### config.mk
export PLATFORM = sky130hd
export DESIGN_NAME = echo_pipeline_sequencer
export DESIGN_NICKNAME = d
export VERILOG_FILES = /design/src/rtl/echo_seq_pkg.sv /design/src/rtl/seq_stage_timer.sv /design/src/rtl/echo_pipeline_sequencer.sv
export SDC_FILE = /design/constraint.sdc
export NUM_CORES = 1
export LEC_CHECK = 0
export BUFFER_PORTS_ARGS = -buffer_cell sky130_fd_sc_hd__clkbuf_2
export CORE_ASPECT_RATIO = 1.25
export CORE_MARGIN = 5
export CORE_UTILIZATION = 44
export CTS_CLUSTER_DIAMETER = 120
export DETAILED_ROUTE_END_ITERATION = 6
export PLACE_DENSITY = 0.79
export SYNTH_ARGS = -nofsm -noshare
export SYNTH_HDL_FRONTEND = slang
export SYNTH_SLANG_ARGS = --single-unit
### constraint.sdc
create_clock -name clk_operation -period 3.7 [get_ports clk_operation]
set_input_delay 0 -clock clk_operation [delete_from_list [all_inputs] [get_ports clk_operation]]
set_output_delay 0 -clock clk_operation [all_outputs]
set_load 0.1 [all_outputs]
### src/rtl/echo_seq_pkg.sv
// Shared types and defaults for the echo-cancellation pipeline sequencer.
// Holds the FSM state encoding, default parameter values and mode constants.
// Imported by the sequencer top and by its stage timer.
package echo_seq_pkg;

    localparam int DEF_CNT_W        = 13;
    localparam int DEF_EN_PULSE     = 2;
    localparam int DEF_MIN_WAIT     = 2;
    localparam int DEF_TIMEOUT      = 1500;
    localparam int DEF_WARMUP_LAG   = 2;
    localparam int DEF_WARMUP_ADAPT = 4;

    localparam logic MODE_ADAPT  = 1'b1;
    localparam logic MODE_CANCEL = 1'b0;

    typedef enum logic [2:0] {
        S_IDLE      = 3'd0,
        S_CONV_EN   = 3'd1,
        S_CONV_WAIT = 3'd2,
        S_LAG_EN    = 3'd3,
        S_LAG_WAIT  = 3'd4,
        S_PROC_EN   = 3'd5,
        S_PROC_WAIT = 3'd6,
        S_OUTPUT    = 3'd7
    } state_t;

    // True for the states that wait on a stage's ready
    function automatic logic is_wait_state(input state_t s);
        return (s == S_CONV_WAIT) || (s == S_LAG_WAIT) || (s == S_PROC_WAIT);
    endfunction

endpackage

### src/rtl/seq_stage_timer.sv
// Cycle counter shared by the enable-pulse and ready-wait states of the sequencer.
// Latency: flags are combinational on the registered count; load restarts at 0 next cycle.
// No backpressure: counts every cycle and saturates at TIMEOUT.
module seq_stage_timer
    import echo_seq_pkg::*;
#(
    parameter int MIN_WAIT = DEF_MIN_WAIT,
    parameter int TIMEOUT  = DEF_TIMEOUT
) (
    input  logic                           clk_operation,
    input  logic                           rst,
    input  logic                           i_load,
    input  logic [$clog2(TIMEOUT+1)-1:0]   i_limit,
    output logic                           o_pulse_done,
    output logic                           o_wait_ok,
    output logic                           o_timed_out
);

    localparam int              TW          = $clog2(TIMEOUT + 1);
    localparam logic [TW-1:0]   LP_MAX      = TW'(TIMEOUT);
    localparam logic [TW:0]     LP_MIN_WAIT = (TW+1)'(MIN_WAIT);
    localparam logic [TW:0]     LP_TIMEOUT  = (TW+1)'(TIMEOUT);

    logic [TW-1:0] r_cnt;
    logic [TW:0]   w_elapsed;

    // Cycles spent in the current state counting the present one, so a
    // decision taken at the edge sees how long the state will have lasted.
    assign w_elapsed    = {1'b0, r_cnt} + (TW+1)'(1);
    assign o_pulse_done = (w_elapsed >= {1'b0, i_limit});
    assign o_wait_ok    = (w_elapsed >= LP_MIN_WAIT);
    assign o_timed_out  = (w_elapsed >= LP_TIMEOUT);

    // Restart on every state change, otherwise count up and hold at the limit
    always_ff @(posedge clk_operation or posedge rst) begin
        if (rst) begin
            r_cnt <= '0;
        end else if (i_load) begin
            r_cnt <= '0;
        end else if (r_cnt != LP_MAX) begin
            r_cnt <= r_cnt + TW'(1);
        end
    end

endmodule

### src/rtl/echo_pipeline_sequencer.sv
// Per-sample sequencer: conv -> lag -> adapt|cancel -> output handshakes on each tick.
// Latency: enable_out 3*(EN_PULSE+MIN_WAIT) cycles after the tick edge with ready high.
// Ticks arriving while busy are dropped and flagged as overrun; waits bounded by TIMEOUT.
module echo_pipeline_sequencer
    import echo_seq_pkg::*;
#(
    parameter int CNT_W        = DEF_CNT_W,
    parameter int EN_PULSE     = DEF_EN_PULSE,
    parameter int MIN_WAIT     = DEF_MIN_WAIT,
    parameter int TIMEOUT      = DEF_TIMEOUT,
    parameter int WARMUP_LAG   = DEF_WARMUP_LAG,
    parameter int WARMUP_ADAPT = DEF_WARMUP_ADAPT
) (
    input  logic              clk_operation,
    input  logic              rst,
    input  logic [CNT_W-1:0]  sampling_cycle_counter,
    input  logic              adapt_mode,
    input  logic              clear_err,
    input  logic              ready_conv,
    input  logic              ready_lag,
    input  logic              ready_adapt,
    input  logic              ready_cancel,
    input  logic [63:0]       e,
    input  logic [63:0]       signal_without_echo,
    output logic              enable_conv,
    output logic              enable_lag,
    output logic              enable_adapt,
    output logic              enable_cancel,
    output logic              enable_sampling_lag,
    output logic              enable_sampling_adapt,
    output logic              enable_sampling_cancel,
    output logic              enable_out,
    output logic [63:0]       double_out,
    output logic              busy,
    output logic              overrun,
    output logic              timeout_err,
    output logic [31:0]       iteration
);

    localparam int                SC_W          = $clog2(WARMUP_ADAPT + 1);
    localparam int                TW            = $clog2(TIMEOUT + 1);
    localparam logic [SC_W-1:0]   LP_WARM_LAG   = SC_W'(WARMUP_LAG);
    localparam logic [SC_W-1:0]   LP_WARM_ADAPT = SC_W'(WARMUP_ADAPT);
    localparam logic [TW-1:0]     LP_EN_PULSE   = TW'(EN_PULSE);

    state_t            r_state;
    state_t            w_state_nxt;
    logic [CNT_W-1:0]  r_cnt_prev;
    logic              r_mode;
    logic [SC_W-1:0]   r_sample_count;
    logic              r_enable_conv, r_enable_lag, r_enable_adapt, r_enable_cancel;
    logic              r_en_samp_lag, r_en_samp_adapt;
    logic              r_enable_out, r_busy, r_overrun, r_timeout_err;
    logic [63:0]       r_double_out;
    logic [31:0]       r_iteration;

    logic              w_tick, w_load, w_ready_proc, w_timeout_evt;
    logic              w_pulse_done, w_wait_ok, w_timed_out;

    // A tick is the counter landing on zero; a counter parked at zero ticks once
    assign w_tick       = (sampling_cycle_counter == '0) && (r_cnt_prev != '0);
    assign w_ready_proc = (r_mode == MODE_ADAPT) ? ready_adapt : ready_cancel;
    assign w_load       = (w_state_nxt != r_state);
    // Only a wait state that gives up without a qualified ready flags a timeout
    assign w_timeout_evt = is_wait_state(r_state) && (w_state_nxt == S_IDLE);

    seq_stage_timer #(
        .MIN_WAIT (MIN_WAIT),
        .TIMEOUT  (TIMEOUT)
    ) u_timer (
        .clk_operation (clk_operation),
        .rst           (rst),
        .i_load        (w_load),
        .i_limit       (LP_EN_PULSE),
        .o_pulse_done  (w_pulse_done),
        .o_wait_ok     (w_wait_ok),
        .o_timed_out   (w_timed_out)
    );

    // Next-state decision; a qualified ready beats a timeout in the same cycle
    always_comb begin
        w_state_nxt = r_state;
        case (r_state)
            S_IDLE:      if (w_tick) w_state_nxt = S_CONV_EN;
            S_CONV_EN:   if (w_pulse_done) w_state_nxt = S_CONV_WAIT;
            S_CONV_WAIT: if (w_wait_ok && ready_conv) w_state_nxt = S_LAG_EN;
                         else if (w_timed_out) w_state_nxt = S_IDLE;
            S_LAG_EN:    if (w_pulse_done) w_state_nxt = S_LAG_WAIT;
            S_LAG_WAIT:  if (w_wait_ok && ready_lag) w_state_nxt = S_PROC_EN;
                         else if (w_timed_out) w_state_nxt = S_IDLE;
            S_PROC_EN:   if (w_pulse_done) w_state_nxt = S_PROC_WAIT;
            S_PROC_WAIT: if (w_wait_ok && w_ready_proc) w_state_nxt = S_OUTPUT;
                         else if (w_timed_out) w_state_nxt = S_IDLE;
            S_OUTPUT:    w_state_nxt = S_IDLE;
            default:     w_state_nxt = S_IDLE;
        endcase
    end

    // FSM state plus every output, registered from the next state so enables track it
    always_ff @(posedge clk_operation or posedge rst) begin
        if (rst) begin
            r_state         <= S_IDLE;
            r_cnt_prev      <= '0;
            r_mode          <= MODE_CANCEL;
            r_sample_count  <= '0;
            r_enable_conv   <= 1'b0;
            r_enable_lag    <= 1'b0;
            r_enable_adapt  <= 1'b0;
            r_enable_cancel <= 1'b0;
            r_en_samp_lag   <= 1'b0;
            r_en_samp_adapt <= 1'b0;
            r_enable_out    <= 1'b0;
            r_busy          <= 1'b0;
            r_overrun       <= 1'b0;
            r_timeout_err   <= 1'b0;
            r_double_out    <= '0;
            r_iteration     <= '0;
        end else begin
            r_state    <= w_state_nxt;
            r_cnt_prev <= sampling_cycle_counter;

            if (w_tick && (r_state == S_IDLE)) begin
                r_mode <= adapt_mode;
                if (r_sample_count != LP_WARM_ADAPT) begin
                    r_sample_count <= r_sample_count + SC_W'(1);
                end
            end

            r_enable_conv   <= (w_state_nxt == S_CONV_EN);
            r_enable_lag    <= (w_state_nxt == S_LAG_EN);
            r_enable_adapt  <= (w_state_nxt == S_PROC_EN) && (r_mode == MODE_ADAPT);
            r_enable_cancel <= (w_state_nxt == S_PROC_EN) && (r_mode == MODE_CANCEL);
            r_enable_out    <= (w_state_nxt == S_OUTPUT);
            r_busy          <= (w_state_nxt != S_IDLE);

            r_en_samp_lag   <= (r_sample_count >= LP_WARM_LAG);
            r_en_samp_adapt <= (r_sample_count >= LP_WARM_ADAPT);

            if (w_state_nxt == S_OUTPUT) begin
                r_double_out <= (r_mode == MODE_ADAPT) ? e : signal_without_echo;
                if (r_mode == MODE_ADAPT) begin
                    r_iteration <= r_iteration + 32'd1;
                end
            end

            // Setting beats clearing so an event coincident with clear_err is kept
            if (w_tick && (r_state != S_IDLE)) r_overrun <= 1'b1;
            else if (clear_err)                r_overrun <= 1'b0;
            if (w_timeout_evt)                 r_timeout_err <= 1'b1;
            else if (clear_err)                r_timeout_err <= 1'b0;
        end
    end

    assign enable_conv            = r_enable_conv;
    assign enable_lag             = r_enable_lag;
    assign enable_adapt           = r_enable_adapt;
    assign enable_cancel          = r_enable_cancel;
    assign enable_sampling_lag    = r_en_samp_lag;
    assign enable_sampling_cancel = r_en_samp_lag;
    assign enable_sampling_adapt  = r_en_samp_adapt;
    assign enable_out             = r_enable_out;
    assign double_out             = r_double_out;
    assign busy                   = r_busy;
    assign overrun                = r_overrun;
    assign timeout_err            = r_timeout_err;
    assign iteration              = r_iteration;

endmodule

## Yosys cells after proc, flatten, opt, wreduce, memory -nomap -nowiden

Cells that the tools add are included.

| word-level totals | value |
|---|---|
| register bits after elaboration | 137 |
| output and inout bits | 107 |
| word-level logic and storage cells | 78 |

| cells by class | value |
|---|---|
| $add $sub $neg | 4 |
| order comparisons | 4 |
| equality and inequality tests | 14 |
| mux-type cells | 16 |
| bitwise logic cells | 1 |
| reductions and logical operators | 22 |

Operators by type and width:

| cell | count |
|---|---|
| 64-bit 2-to-1 mux | 1 |
| 32-bit by 1-bit adder with 32-bit output (second input constant) | 1 |
| 3-bit 2-to-1 mux | 8 |
| 3-bit one-hot mux with 8 select lines | 1 |
| 11-bit 2-to-1 mux | 2 |
| 3-bit equality test (second input constant) | 6 |
| 13-bit zero test | 1 |
| 13-bit nonzero test | 1 |
| 11-bit by 1-bit adder with 12-bit output (second input constant) | 1 |
| 12-bit by 11-bit greater-or-equal comparator with 1-bit output (second input constant) | 1 |
| 12-bit by 2-bit greater-or-equal comparator with 1-bit output (second input constant) | 1 |
| 11-bit by 1-bit adder with 11-bit output (second input constant) | 1 |
| 11-bit inequality test (second input constant) | 1 |
| 3-bit by 2-bit equality test with 1-bit output (second input constant) | 3 |
| 1-bit logical AND | 9 |
| 3-bit by 1-bit equality test with 1-bit output (second input constant) | 2 |
| 3-bit zero test | 2 |
| 2-bit nonzero test | 3 |
| 3-bit nonzero test | 2 |
| 1-bit 2-to-1 mux | 4 |
| 2-bit AND reduction | 2 |
| 3-bit by 1-bit adder with 3-bit output (second input constant) | 1 |
| 3-bit by 2-bit greater-or-equal comparator with 1-bit output (second input constant) | 1 |
| 3-bit greater-or-equal comparator (second input constant) | 1 |
| 4 further kinds | 5 |

## Depth between registers and ports, before layout

| logic depth | value |
|---|---|
| word-level depth | 8 |
| mapped depth | 11 |

## By module

Synthesis repeated with hierarchy kept, for this count alone.

| unflattened totals | value |
|---|---|
| cells, all modules | 622 |
| area total of the unflattened synthesis | 6562.5 um^2 |

Modules (own cells, without submodules):

| module | instances | cells each | area each (um^2) |
|---|---|---|---|
| echo_pipeline_sequencer | 1 | 503 | 5544.1 |
| seq_stage_timer | 1 | 119 | 1018.5 |

## Least setup slack after synthesis

OpenSTA, ideal clock, no wires.

| timing | value |
|---|---|
| path type | register -> register |
| start point | reg u_timer.r_cnt[0] |
| end point | reg r_iteration[31], in the netlist iteration[31] |
| library setup time | 0.161 ns |
| data arrival time | 2.603 ns |
| required time | 3.539 ns |
| setup slack | 0.936 ns |
| stages on the path, launching flop included | 12 |
| path buffers | 3 |
| cells stage by stage | dfrtp_1 ha_1 buf_2 xor2_1 or4_1 a21o_1 o31a_1 buf_6 and3_1 buf_2 and4_1 xor2_1 |

| on the way | value |
|---|---|
| longest elaborated chain between the ends | 7 |

Ends and longest elaborated chain:

| element | line | RTL |
|---|---|---|
| from (decl) | seq_stage_timer.sv:24 | `logic [TW-1:0] r_cnt;` |
| from (signal assigned) | seq_stage_timer.sv:41 | `r_cnt <= r_cnt + TW'(1);` |
| 11-bit by 1-bit adder with 12-bit output * | seq_stage_timer.sv:29 | `assign w_elapsed = {1'b0, r_cnt} + (TW+1)'(1);` |
| 12-bit by 11-bit greater-or-equal comparator with 1-bit output or 12-bit by 2-bit greater-or-equal comparator with 1-bit output (tied branches) | seq_stage_timer.sv:32, seq_stage_timer.sv:30, seq_stage_timer.sv:31 |  |
| 3-bit 2-to-1 mux (tied with other cells) | echo_pipeline_sequencer.sv:87, echo_pipeline_sequencer.sv:90, echo_pipeline_sequencer.sv:93 |  |
| 3-bit 2-to-1 mux, on equally long branches | echo_pipeline_sequencer.sv:92, echo_pipeline_sequencer.sv:86, echo_pipeline_sequencer.sv:89 |  |
| 3-bit one-hot mux with 8 select lines * | echo_pipeline_sequencer.sv:83 | `case (r_state)` |
| 3-bit equality test * | echo_pipeline_sequencer.sv:139 | `if (w_state_nxt == S_OUTPUT) begin` |
| 2-bit AND reduction (no line) * | -- |  |
| to (signal assigned) | echo_pipeline_sequencer.sv:142 | `r_iteration <= r_iteration + 32'd1;` |
| to (decl) | echo_pipeline_sequencer.sv:55 | `logic [31:0] r_iteration;` |

Mark *: on every way between the ends. The rest lies on a longest branch, timed or not.
A chain may end at the register's enable or synchronous reset.

## Worst setup path after layout

| timing | value |
|---|---|
| start point | reg u_timer.r_cnt[1] |
| end point | reg r_iteration[31], in the netlist iteration[31] |

Same word-level chain as after synthesis.

==> metrics.cfg <==
[run_status]
status = completed

[place]
hpwl_mm = 12.5
gp_congestion = 0.915
dp_slack_ps = 448
placed_cells = 1020
numPortBuffers = 255
placedInstanceArea_sq_um = 7860

[timing]
fin_crit_ps = 3300
slew_headroom_pct = 29.3
rsz0062_at_grt = no
whs_ps = 124
hold_viol_final = 0
tightest_slew_ps = 1060
final_max_slew_viol_count = 0
finalClockSkew_ps = 15.2
fin_setup_tns_ps = 0
period_share_pct = 89.1
finalSetupViolations = 0
worst_slack_ps = 403
max_freq_mhz = 303

[layout]
area_growth_pct = 52.5
final_common_cell = clkbuf_2
diodes = 0
stdcell_area_sq_um = 9910
finalNetCount = 1159
fin_cells = 1197
mostFrequentLayoutCells = clkbuf_2 (255), dlygate4sd3_1 (145), dfrtp_1 (136), nor2_1 (83), a21oi_1 (75)
utilization_pct = 68.5
drive_gt1_share_pct = 30.3

[grt]
busiest_layer = met2
overflow = 0
grt_util_all_layers_pct = 25.3
grt_use_met1_pct = 26.9
grt_max_degree = 121
first_global_vias = 6816
use_met3_pct = 6.03
grt_use_met2_pct = 44.5
antenna_found_initial = 0
grt_pass1_wl_mm = 35.0

[setup_path]
critPathMaxFanout = 62
startpoint_type = flop
end_kind = flop
crit_required_ps = 4000
crit_type = reg2reg
crit_arrival_ps = 3600

[logic_synthesis]
ys_seq_area_share_pct = 52.7
syn_area_sq_um = 6500
synth.yosys.warnings = 0
syn_nets = 777
postSynthCellCount = 624
synth_edf_count = 0
synth_cell_types = 57
ys_ff_latch = 137
synth_ff_type = dfrtp_1
syn_avg_cell_area_sq_um = 10.4
postSynth.asyncResetShare_pct = 100

[power]
power_density_nw_per_um2 = 887
p_leak_nw = 5.12
irDropWorstVdd_mv = 0.767
power_mw = 8.79

[drt]
first_pass_iters = 5
viasPerCell = 5.44
drc = 0
vias = 6515
wirelength_mm = 21.9
drtAntennaViolNets = 0
wl_per_cell_um = 18.3
first_iter_violations = 366

[worst_hold_path]
hp-class = in2reg

[clocking]
clockBufferDepth = 2
insertion_delay_ps = 420
root_buffer = clkbuf_16
clk_pin_slew_ps = 60
htree_levels = 4
cts_made_buffers = 17
post_cts_buffers = 0
cts.sinks = 137
cts.repair.resized = 0
cts_tree = done

[floorplan]
die_h_um = 146
dieArea_sq_um = 17300
ioPinCount = 256
die_w_um = 119
rows = 49
start_util_pct = 44.9
coreArea_sq_um = 14500

[job]
drv_cap = 0

[power by group]
| part | internal (mW) | switching (mW) | leakage [nW] | total, mW |
|---|---|---|---|---|
| clock | 1.06 | 0.655 | 0.287 | 1.72 |
| sequential | 1.94 | 0.337 | 1.67 | 2.28 |
| combinational | 0.875 | 3.92 | 3.16 | 4.80 |
| total | 3.88 | 4.91 | 5.12 | 8.79 |
[what timing repair did]
item	CTS	global route
endpoints found under the hold margin	200	0
hold buffers	145	0
endpoints found under the setup margin	0	0
[layout make-up]
type                            instances  area [sq um]
Clock buffer                           18           429
Tap cell                              178           223
Multi-Input combinational cell        429          2820
Timing Repair Buffer                  407          2780
Fill cell                             994          4550
Inverter                               14          57.6
Sequential cell                       137          3430
Clock inverter                         14           171
[layer usage]
layer,vias to the layer above,routed length [um]
met4,0,1320
met3,100,1340
met2,339,11600
met5,-,0
met1,3100,7620
li1,2976,-
[Yosys cell counts (2+ instances only)]
library cell / instances / share of area [%]
buf_2: 9 / 0.69
xnor2_1: 33 / 4.4
buf_1: 2 / 0.12
nor3_1: 23 / 1.8
xor2_1: 10 / 1.3
and4_1: 6 / 0.81
nand2_1: 19 / 1.1
nor2_1: 83 / 4.8
o21ai_0: 10 / 0.77
nor4b_1: 2 / 0.27
nand3_1: 13 / 1.0
and3_1: 11 / 1.1
o31ai_1: 2 / 0.23
nor4_1: 8 / 0.77
and2_1: 3 / 0.29
mux2_2: 3 / 0.52
a211o_1: 2 / 0.27
a21o_1: 3 / 0.35
nand2b_1: 2 / 0.19
nand4_1: 15 / 1.4
ha_1: 4 / 0.77
buf_6: 2 / 0.35
mux2i_1: 67 / 10
a31oi_1: 2 / 0.19
o31a_1: 3 / 0.40
a21oi_1: 75 / 5.8
clkbuf_1: 28 / 1.6
or4_1: 4 / 0.46
dfrtp_1: 137 / 53
inv_1: 14 / 0.81
buf_4: 2 / 0.23
or2_2: 2 / 0.19
[path summary, 6_finish.rpt]
kind	startpoint	endpoint	slack [ps]	depth (start not counted)
max in group asynchronous	rst	double_out[22]	2400	4
min in group asynchronous	rst	iteration[29]	400	3
worst min-delay path	ready_lag	enable_adapt	120	5
worst min register to register	r_sample_count[2]	enable_sampling_adapt	450	0
worst max-delay path	u_timer.r_cnt[1]	iteration[31]	400	9
worst max register to register	u_timer.r_cnt[1]	iteration[31]	400	9
[flip-flops by register name, indices dropped and copies added, names as in the netlist, 3 cells and up]
signal	count
double_out	64
iteration	32
r_cnt_prev	13
u_timer.r_cnt	11
r_sample_count	3
r_state	3
[critical path: stages, from the launching register on]
cell and delay, ps:
dfrtp_1 480, ha_1 390, nand4_1 190, or4_1 520, a2bb2o_4 270, o31a_2 330, buf_4 310, and3_1 310
and4_1 230, xor2_1 140
[kinds of logic (layout without fill, tap and decap cells)]
group	Yosys count	after routing	synth area share, %
and+or+nand+nor	198	198	15.3
DFF	137	137	52.7
AOI/OAI and AO/OA	114	114	10.7
muxes	70	70	10.8
buffers and inverters	58	453	3.89
xor gates and xnor gates	43	43	5.79
adders and majority gates	4	4	0.770
(Power assumes the default switching activity.)
